`src/rtl/uart_tx_controller_if.sv`:
```
// SRAM read-port bundle between the UART dump controller and the buffer SRAM.
// Handshake: the controller pulses sram_start low for one cycle with
// sram_addr valid; the SRAM later holds sram_ready high with sram_rdata valid.
// The first cycle after the strobe may still show the previous ready state.
interface uart_tx_controller_if;
  logic        sram_ready;
  logic [15:0] sram_rdata;
  logic [15:0] sram_addr;
  logic        sram_rw;
  logic        sram_start;

  modport master (
    input  sram_ready,
    input  sram_rdata,
    output sram_addr,
    output sram_rw,
    output sram_start
  );

  modport slave (
    output sram_ready,
    output sram_rdata,
    input  sram_addr,
    input  sram_rw,
    input  sram_start
  );
endinterface

```
`src/rtl/uart_tx_controller.sv`:
```
// Dumps SRAM bytes 0..last_addr over a UART TX line (8N1) after a switch pulse.
// One byte per SRAM read: strobe, wait for ready, shift out 10 bits, advance.
module uart_tx_controller #(
  parameter int clk_per_bit = 87,
  parameter int last_addr   = 1001
) (
  input  logic                         clk,
  input  logic                         rst,
  input  logic                         i_switch,
  uart_tx_controller_if.master         bus,
  output logic                         o_uart_out,
  output logic                         o_busy,
  output logic                         o_done,
  output logic                         o_overrun,
  output logic [2:0]                   o_state
);

  localparam int CW = (clk_per_bit > 1) ? $clog2(clk_per_bit) : 1;
  localparam logic [CW-1:0] BIT_LAST  = CW'(clk_per_bit - 1);
  localparam logic [15:0]   ADDR_LAST = 16'(last_addr);

  typedef enum logic [2:0] {
    IDLE = 3'd0,
    REQ  = 3'd1,
    WAIT = 3'd2,
    SEND = 3'd3,
    NEXT = 3'd4
  } state_t;

  state_t        r_state;
  logic [15:0]   r_addr;
  logic          r_start;
  logic          r_uart;
  logic          r_busy;
  logic          r_done;
  logic          r_overrun;
  logic          r_wait_first;
  logic [7:0]    r_shift;
  logic [CW-1:0] r_bit_cnt;
  logic [3:0]    r_bit_idx;

  // Only the low byte of the SRAM word is transmitted.
  logic w_unused_rdata_hi;
  assign w_unused_rdata_hi = ^bus.sram_rdata[15:8];

  // A switch while a dump is running, or in the cycle done is shown, is refused.
  logic w_switch_blocked;
  assign w_switch_blocked = r_busy | r_done;

  // Controller FSM with all outputs registered.
  always_ff @(posedge clk) begin
    if (rst) begin
      r_state      <= IDLE;
      r_addr       <= 16'd0;
      r_start      <= 1'b1;
      r_uart       <= 1'b1;
      r_busy       <= 1'b0;
      r_done       <= 1'b0;
      r_overrun    <= 1'b0;
      r_wait_first <= 1'b0;
      r_shift      <= 8'd0;
      r_bit_cnt    <= '0;
      r_bit_idx    <= 4'd0;
    end else begin
      r_done <= 1'b0;
      if (i_switch && w_switch_blocked) begin
        r_overrun <= 1'b1;
      end
      case (r_state)
        IDLE: begin
          if (i_switch && !w_switch_blocked) begin
            r_addr  <= 16'd0;
            r_busy  <= 1'b1;
            r_start <= 1'b0;
            r_state <= REQ;
          end
        end
        REQ: begin
          // Strobe was low for this single cycle; release it.
          r_start      <= 1'b1;
          r_wait_first <= 1'b1;
          r_state      <= WAIT;
        end
        WAIT: begin
          // First WAIT cycle may still carry a stale ready from the SRAM.
          if (r_wait_first) begin
            r_wait_first <= 1'b0;
          end else if (bus.sram_ready) begin
            r_shift   <= bus.sram_rdata[7:0];
            r_uart    <= 1'b0;
            r_bit_cnt <= '0;
            r_bit_idx <= 4'd0;
            r_state   <= SEND;
          end
        end
        SEND: begin
          if (r_bit_cnt == BIT_LAST) begin
            r_bit_cnt <= '0;
            if (r_bit_idx == 4'd9) begin
              r_uart    <= 1'b1;
              r_bit_idx <= 4'd0;
              r_state   <= NEXT;
            end else begin
              r_bit_idx <= r_bit_idx + 4'd1;
              // Bit index k+1 carries data bit k; index 9 is the stop bit.
              r_uart    <= (r_bit_idx < 4'd8) ? r_shift[r_bit_idx[2:0]] : 1'b1;
            end
          end else begin
            r_bit_cnt <= r_bit_cnt + 1'b1;
          end
        end
        NEXT: begin
          if (r_addr == ADDR_LAST) begin
            r_addr  <= 16'd0;
            r_busy  <= 1'b0;
            r_done  <= 1'b1;
            r_state <= IDLE;
          end else begin
            r_addr  <= r_addr + 16'd1;
            r_start <= 1'b0;
            r_state <= REQ;
          end
        end
        default: r_state <= IDLE;
      endcase
    end
  end

  assign bus.sram_addr  = r_addr;
  assign bus.sram_rw    = 1'b1;
  assign bus.sram_start = r_start;
  assign o_uart_out     = r_uart;
  assign o_busy         = r_busy;
  assign o_done         = r_done;
  assign o_overrun      = r_overrun;
  assign o_state        = r_state;

endmodule

```
`src/flat_wrapper.sv`:
```
// flat-port wrapper written by rule: the top's interface ports become plain ports
module uart_tx_controller_flat 
#(
  parameter int clk_per_bit = 87,
  parameter int last_addr   = 1001
)
  (clk, rst, i_switch, o_uart_out, o_busy, o_done, o_overrun, o_state, bus_sram_ready, bus_sram_rdata, bus_sram_addr, bus_sram_rw, bus_sram_start);
  uart_tx_controller_if bus_i ();
  input  logic clk;
  input  logic rst;
  input  logic i_switch;
  output logic o_uart_out;
  output logic o_busy;
  output logic o_done;
  output logic o_overrun;
  output logic [2:0] o_state;
  input wire logic [$bits(bus_i.sram_ready)-1:0] bus_sram_ready;
  input wire logic [$bits(bus_i.sram_rdata)-1:0] bus_sram_rdata;
  output wire logic [$bits(bus_i.sram_addr)-1:0] bus_sram_addr;
  output wire logic [$bits(bus_i.sram_rw)-1:0] bus_sram_rw;
  output wire logic [$bits(bus_i.sram_start)-1:0] bus_sram_start;
  assign bus_i.sram_ready = bus_sram_ready;
  assign bus_i.sram_rdata = bus_sram_rdata;
  assign bus_sram_addr = bus_i.sram_addr;
  assign bus_sram_rw = bus_i.sram_rw;
  assign bus_sram_start = bus_i.sram_start;
  uart_tx_controller #(.clk_per_bit(clk_per_bit), .last_addr(last_addr)) u_core (.clk(clk), .rst(rst), .i_switch(i_switch), .bus(bus_i), .o_uart_out(o_uart_out), .o_busy(o_busy), .o_done(o_done), .o_overrun(o_overrun), .o_state(o_state));
endmodule
```
`config.mk`:
```
export PLATFORM = sky130hd
export DESIGN_NAME = uart_tx_controller_flat
export DESIGN_NICKNAME = d
export VERILOG_FILES = /design/src/rtl/uart_tx_controller_if.sv /design/src/rtl/uart_tx_controller.sv /design/src/flat_wrapper.sv
export SDC_FILE = /design/constraint.sdc
export NUM_CORES = 1
export LEC_CHECK = 0
export CAP_MARGIN = 40
export CORE_MARGIN = 4
export CORE_UTILIZATION = 46
export DETAILED_ROUTE_END_ITERATION = 7
export GPL_TIMING_DRIVEN = 1
export PLACE_DENSITY = 0.79
export SETUP_SLACK_MARGIN = 0.2
export SYNTH_ARGS = -nofsm -noshare
export SYNTH_HDL_FRONTEND = slang
export SYNTH_SLANG_ARGS = --single-unit
export TNS_END_PERCENT = 5
```
`constraint.sdc`:
```
create_clock -name clk -period 1.8 [get_ports clk]
set_clock_uncertainty 0.15 [all_clocks]
set_input_delay 0.36 -clock clk [delete_from_list [all_inputs] [get_ports clk]]
set_output_delay 0.36 -clock clk [all_outputs]
set_load 0.005 [all_outputs]
```
==> results of run 1 <==
[final cells by class]
| type | count | area (sq um) |
|---|---|---|
| Multi-Input combinational cell | 195 | 1450 |
| Sequential cell | 44 | 916 |
| Timing Repair Buffer | 90 | 769 |
| Fill cell | 382 | 1450 |
| Clock buffer | 6 | 82.6 |
| Tap cell | 67 | 83.8 |
| Inverter | 7 | 26.3 |
| Clock inverter | 2 | 10.0 |
[through the flow]
stage	hold slack (ns)	std cells	area [sq um]	worst slack [ns]	power, mW
after floorplan	0.292	263	2310	0.0447	1.25
after global placement	0.285	401	3050	-0.223	1.43
after detailed placement	0.299	401	3050	-0.294	1.45
after CTS	0.306	411	3300	0.0204	2.11
after global routing	0.338	411	3340	-0.0768	2.21
final	0.303	411	3340	0.0213	2.11
[metal layers]
metal / track usage / part of all wire / wire [um]
met2: 0.347 / 0.48 / 2980
met1: 0.271 / 0.43 / 2680
met4: 0.0874 / 0.019 / 118
met3: 0.0573 / 0.067 / 417
met5: 0 / 0 / 0
[worst register-to-register path: stages (launching register included)]
cell,delay (ns)
dfxtp_2,0.34
inv_2,0.04
ha_4,0.13
and3b_1,0.17
nand4_1,0.16
buf_4,0.17
or4b_1,0.43
mux2i_1,0.13
[cell families after synthesis]
kind of cell | after synthesis
other | 1
flip-flops | 44
buffers and inverters | 24
adder cells (fa/ha/maj) | 6
AND/OR/NAND/NOR | 103
XOR/XNOR | 9
multiplexers | 11
AO/OA/AOI/OAI | 65
[synth_stat cells, types with 4 or more instances]
library cell and count:
nor4_1 4, xor2_1 6, dfxtp_1 44, mux2i_1 9, and4_1 4, o211ai_1 5, o2111ai_1 4, nand3b_1 4
clkbuf_1 7, inv_1 7, o21ai_0 12, a21oi_1 8, buf_2 5, nand4_1 4, ha_1 6, nor2_1 21
nand2_1 14, nand3_1 15, a31oi_1 16, nor2b_1 4, nor3_1 10
[power groups by stage]
stage | Clock (mW) | Sequential, mW | Combinational [mW]
global placement | 0 | 1.06 | 0.376
finish | 0.662 | 1.04 | 0.407
CTS | 0.674 | 1.04 | 0.394
detailed placement | 0 | 1.06 | 0.385
global route | 0.712 | 1.05 | 0.444
floorplan | 0 | 1.06 | 0.191
[sequential cells by signal (all words and copies together), names as in the netlist]
name and flops:
u_core.o_done 1, u_core.bus.sram_addr 16, u_core.r_bit_cnt 7, u_core.o_state 3, u_core.o_overrun 1, u_core.r_shift 8
u_core.r_bit_idx 4, u_core.r_wait_first 1, u_core.o_busy 1, u_core.o_uart_out 1, u_core.bus.sram_start 1
[worst paths after layout]
check | endpoint | start | depth (start not counted) | slack (ns)
min | u_core.o_overrun | u_core.o_overrun | 2 | 0.30
min reg2reg | u_core.o_overrun | u_core.o_overrun | 2 | 0.30
max | u_core.bus.sram_addr[7] | u_core.bus.sram_addr[1] | 7 | 0.02
max reg2reg | u_core.bus.sram_addr[7] | u_core.bus.sram_addr[1] | 7 | 0.02
[what timing repair did]
action	in CTS	in global routing
endpoints found under the setup margin	63	39
pin swaps	19	3
resized for setup	85	9
buffers inserted	2	0
==> key figures, run 1 <==
Drt
  • Via count: 2376
  • DRC marker count from the first detailed-route iteration: 155
  • # DRC: 0
  • Routed Antenna Nets: 0
  • Initial DRT Pass Iterations: 5
  • Vias per cell: 5.78
  • Routed WL per cell: 15.1 um
  • Drt total wl: 6200 um

Pwr
  • Seq pwr share: 0.494
  • P_sw: 580 uW
  • Sw Ratio: 0.274
  • Leak: 1.30 nW
  • Logic pwr share: 0.193
  • Worst IR Drop VDD: 0.654 mV
  • Part of the power in the clock network: 0.313
  • Pint: 1.53 mW
  • Pwr dens: 633 mW/mm^2

Logic synthesis
  • Adder-cell area share of the yosys netlist: 0.0327
  • Mux cell area share after synthesis: 0.0589
  • Sequential area share after synthesis: 0.384
  • Gate count after technology mapping: 263
  • Largest family of logic cells by synthesized area: simple AND/OR/NAND/NOR gates
  • Largest area contributor in the netlist: dfxtp_1
  • Post-Synth Simple-Gate Area: 0.250
  • Synth top area share: 0.384
  • Compound-Gate Fraction of Synth Area: 0.189
  • Synth Warn #: 0
  • Syn Nets: 289
  • EDFF count, synth: 0
  • Most used DFF post-synth: dfxtp_1
  • Avg Cell Area, Syn: 8.73 sq um
  • FFs w/ async S/R, synth: 0
  • Dominant cells by area after synthesis: dfxtp_1 (38%), a31oi_1 (4.4%), mux2i_1 (3.9%)
  • #FFs+latches synth: 44
  • Xor/xnor cell area share of the yosys netlist: 0.0343
  • Post-synthesis cell area: 0.00230 sq mm
  • Unique masters post-synth: 52

Place
  • DP HPWL: 4430 um
  • Port Buffers: 35
  • Routability cong.: 0.986

Cells and area
  • Most frequent cells in the layout: buf_4 (48), dfxtp_2 (25), dlygate4sd2_1 (23), nor2_1 (21), dfxtp_1 (18)
  • Share of layout cells above drive strength 1: 0.349
  • Most common cell after layout, fill and taps aside: buf_4
  • Area Overhead vs Synth: 45.4%
  • Util after Layout: 0.698
  • Post-layout nets: 369
  • Inserted Diodes: 0

STA
  • Period Utilization, post-route: 0.988
  • Setup TNS: 0 ns
  • # setup viols final: 0
  • F_max: 562 MHz
  • RSZ-0062 raised after global routing: yes
  • Final hold violation count: 0
  • Max-slew violation count: 0
  • Fin crit period: 1.78 ns

Clocking
  • Worst-path clk slew: 0.09 ns
  • Clock Tree Buf Depth: 2
  • TritonCTS buffer count: 5
  • Insertion delay to the later sink of the worst-skew pair: 0.31 ns
  • Sink Count: 44
  • Root buf cell: clkbuf_8
  • Hold_buf cts: 0
  • H-Tree Depth: 2
  • CTS tree: built

Run
  • Max_cap viols: 0

Floorplanning
  • Rows: 25
  • Core region area: 0.00479 sq mm
  • Die height: 78.7 um
  • Chip Width: 78.7 um
  • Starting Density: 0.480
  • Die Area: 0.00619 sq mm
  • # IOs: 45

Setup path
  • Crit path capture type: flip-flop
  • Critical path's largest stage delay: 0.43 ns
  • Family with the most delay on the worst path: simple AND/OR/NAND/NOR gates
  • Worst Path Max Fanout: 5
  • Critical-path cell list: inv_2 > ha_4 > and3b_1 > nand4_1 > buf_4 > or4b_1 > mux2i_1
  • Worst path required time: 1.89 ns
  • Crit Path Category: reg2reg
  • Worst path buffer plus inverter count: 2
  • Slowest CP cell: or4b_1
  • CP startpoint kind: flip-flop
  • Worst Path Arrival: 1.87 ns

GRT
  • Largest net degree at the start of global routing: 22
  • Antenna violations before repair: 0
  • GRT Overall Usage: 0.215
  • Grt total ovfl: 0
  • First-pass GRT wire length: 10700 um
  • Vias in the first global route: 2306

Hold path
  • Hold crit path type: reg2reg

Outcome
  • Outcome: finished, final reports clean
(Power assumes the default switching activity.)
==> run 2: changes to the inputs <==
--- a/config.mk
+++ b/config.mk
@@ -9,6 +9,6 @@
 export CORE_MARGIN = 4
-export CORE_UTILIZATION = 46
+export CORE_UTILIZATION = 35
 export DETAILED_ROUTE_END_ITERATION = 7
 export GPL_TIMING_DRIVEN = 1
-export PLACE_DENSITY = 0.79
+export PLACE_DENSITY = 0.64
 export SETUP_SLACK_MARGIN = 0.2
==> constraint.sdc (replaced) <==
create_clock -name clk -period 1.8 [get_ports clk]
set_clock_uncertainty 0.15 [all_clocks]
set_input_delay 0.18 -clock clk [delete_from_list [all_inputs] [get_ports clk]]
set_output_delay 0.18 -clock clk [all_outputs]
set_load 0.005 [all_outputs]
==> run 2 against run 1 <==
Against the previous run: combinational power barely moved; global-route usage decreased by 5.7 points; routed wire length fell by 1.9%; fmax rose by 2.1%; final cell count increased by 2.7%; flip-flop and latch count unchanged; largest power group unchanged.
==> key figures, run 2 (synthesized netlist as in run 1, its figures left out) <==
Place
  • Port Buffers: 35
  • Routability cong.: 0.854
  • Post-DP Area: 0.00305 sq mm
  • DP HPWL: 4290 um
  • DP Worst Slack: -0.0738 ns

Clocking
  • Worst-path clk slew: 0.08 ns
  • Sink Count: 44
  • Root buf cell: clkbuf_8
  • H-Tree Depth: 2
  • Hold_buf cts: 0
  • Insertion delay to the later sink of the worst-skew pair: 0.30 ns
  • TritonCTS buffer count: 5
  • Clock Tree Buf Depth: 2
  • CTS tree: built

STA
  • Fin crit period: 1.74 ns
  • Hold slack: 0.299 ns
  • # setup viols final: 0
  • Final hold violation count: 0
  • Period Utilization, post-route: 0.968
  • F_max: 574 MHz
  • RSZ-0062 raised after global routing: yes
  • Max-slew violation count: 0
  • Setup TNS: 0 ns
  • Final WS setup: 0.0583 ns

Setup path
  • Worst Path Max Fanout: 5
  • Critical-path cell list: ha_4 > and3b_1 > nand4_1 > buf_6 > or4b_1 > mux2i_1
  • Crit path capture type: flip-flop
  • Critical path's largest stage delay: 0.42 ns
  • Crit. Startpoint: u_core.bus.sram_addr[0]
  • Slowest CP cell: or4b_1
  • Worst Path Arrival: 1.83 ns
  • CP startpoint kind: flip-flop
  • Worst reg2reg path startpoint: u_core.bus.sram_addr[0]
  • Worst path required time: 1.89 ns
  • Crit Path Category: reg2reg

Drt
  • Vias per cell: 5.48
  • Routed Antenna Nets: 0
  • DRC marker count from the first detailed-route iteration: 107
  • Drt total wl: 6080 um
  • # DRC: 0
  • Via count: 2314
  • Initial DRT Pass Iterations: 5
  • Routed WL per cell: 14.4 um

Floorplanning
  • Core region area: 0.00635 sq mm
  • Die Area: 0.00792 sq mm
  • Chip Width: 89.0 um
  • # IOs: 45
  • Die height: 89.0 um
  • Rows: 29
  • Starting Density: 0.362

GRT
  • GRT Max-Usage Layer: met2
  • Grt total ovfl: 0
  • Met1 GRT Util: 0.214
  • Antenna violations before repair: 0
  • Vias in the first global route: 2146
  • GRT Overall Usage: 0.158
  • Grt met3 use: 0.0332
  • Largest net degree at the start of global routing: 22
  • First-pass GRT wire length: 9920 um
  • GR Layer Usage met2: 0.252

Cells and area
  • Most frequent cells in the layout: buf_4 (45), dfxtp_1 (22), clkdlybuf4s50_1 (21), dfxtp_2 (19), nor2_1 (18)
  • Post-layout nets: 370
  • Area Overhead vs Synth: 53.6%
  • Max FFs per register: 16
  • Most common cell after layout, fill and taps aside: buf_4
  • Fin area: 0.00353 sq mm
  • Multi-input gate area: 0.00151 sq mm
  • Fill count: 563
  • Share of layout cells above drive strength 1: 0.365
  • Storage cell area: 916 sq um
  • Inserted Diodes: 0

Pwr
  • Worst IR Drop VDD: 0.357 mV
  • Leak: 1.49 nW
  • Overall power: 2.19 mW
  • Pwr dens: 622 mW/mm^2

Outcome
  • Outcome: finished, final reports clean

Hold path
  • Hold crit path type: reg2reg
  • Hold wc startpoint: u_core.o_overrun

Run
  • Max_cap viols: 0
## run 2: changes by cell type in the layout (fill, tap and decap cells not counted), sizes merged
cell / previous run / this run
dlymetal6s2s: 0 / 14
clkdlybuf4s15: 1 / 0
buf: 55 / 56
dlygate4sd2: 23 / 0
clkinv: 2 / 1
clkdlybuf4s50: 11 / 21
bufinv: 0 / 1
## run 2: what timing repair did
item	4_1_cts	5_1_grt
hold endpoints to repair	0	0
pin swaps	3	14
setup buffers	5	2
endpoints found under the setup margin	46	60
cloned	0	0
gates resized for setup	24	71
## run 2: power breakdown
part	leakage [nW]	total, mW	switching [mW]	internal [mW]
Sequential	0.368	1.04	0.0309	1.01
Combinational	1.07	0.409	0.187	0.221
Clock	0.0552	0.743	0.331	0.412
Total	1.49	2.19	0.550	1.64
## run 2: through the flow
| step | cells | utilization |
|---|---|---|
| floorplan | 263 | - |
| global placement | 407 | 0.480 |
| detailed placement | 407 | 0.480 |
| CTS | 420 | 0.516 |
| global route | 422 | 0.555 |
| finish | 422 | 0.555 |
## run 2: layout make-up
class	instances	share of cell area
Multi-Input combinational cell	195	0.429
Sequential cell	44	0.260
Clock buffer	6	0.0206
Timing Repair Buffer	91	0.246
Inverter	7	0.00745
Tap cell	77	0.0273
Clock inverter	2	0.00994
## run 2: layer usage
layer / vias up / wire, um
li1: 1153 / -
met1: 1092 / 2880
met2: 60 / 2800
met3: 9 / 296
met4: 0 / 105
met5: - / 0
## run 2: path summary, 6_finish.rpt
kind	cells after the start	slack, ns	endpoint
hold reg to reg	2	0.30	u_core.o_overrun
hold / removal	2	0.30	u_core.o_overrun
setup / recovery	6	0.06	u_core.bus.sram_addr[7]
setup reg to reg	6	0.06	u_core.bus.sram_addr[7]
## run 2: worst max-delay path, delay by kind of cell, from the launching register on
family | cells | cell delay (ns)
AND/OR/NAND/NOR | 3 | 0.74
multiplexers | 1 | 0.12
flip-flops | 1 | 0.37
buffers and inverters | 1 | 0.15
adder cells (fa/ha/maj) | 1 | 0.15
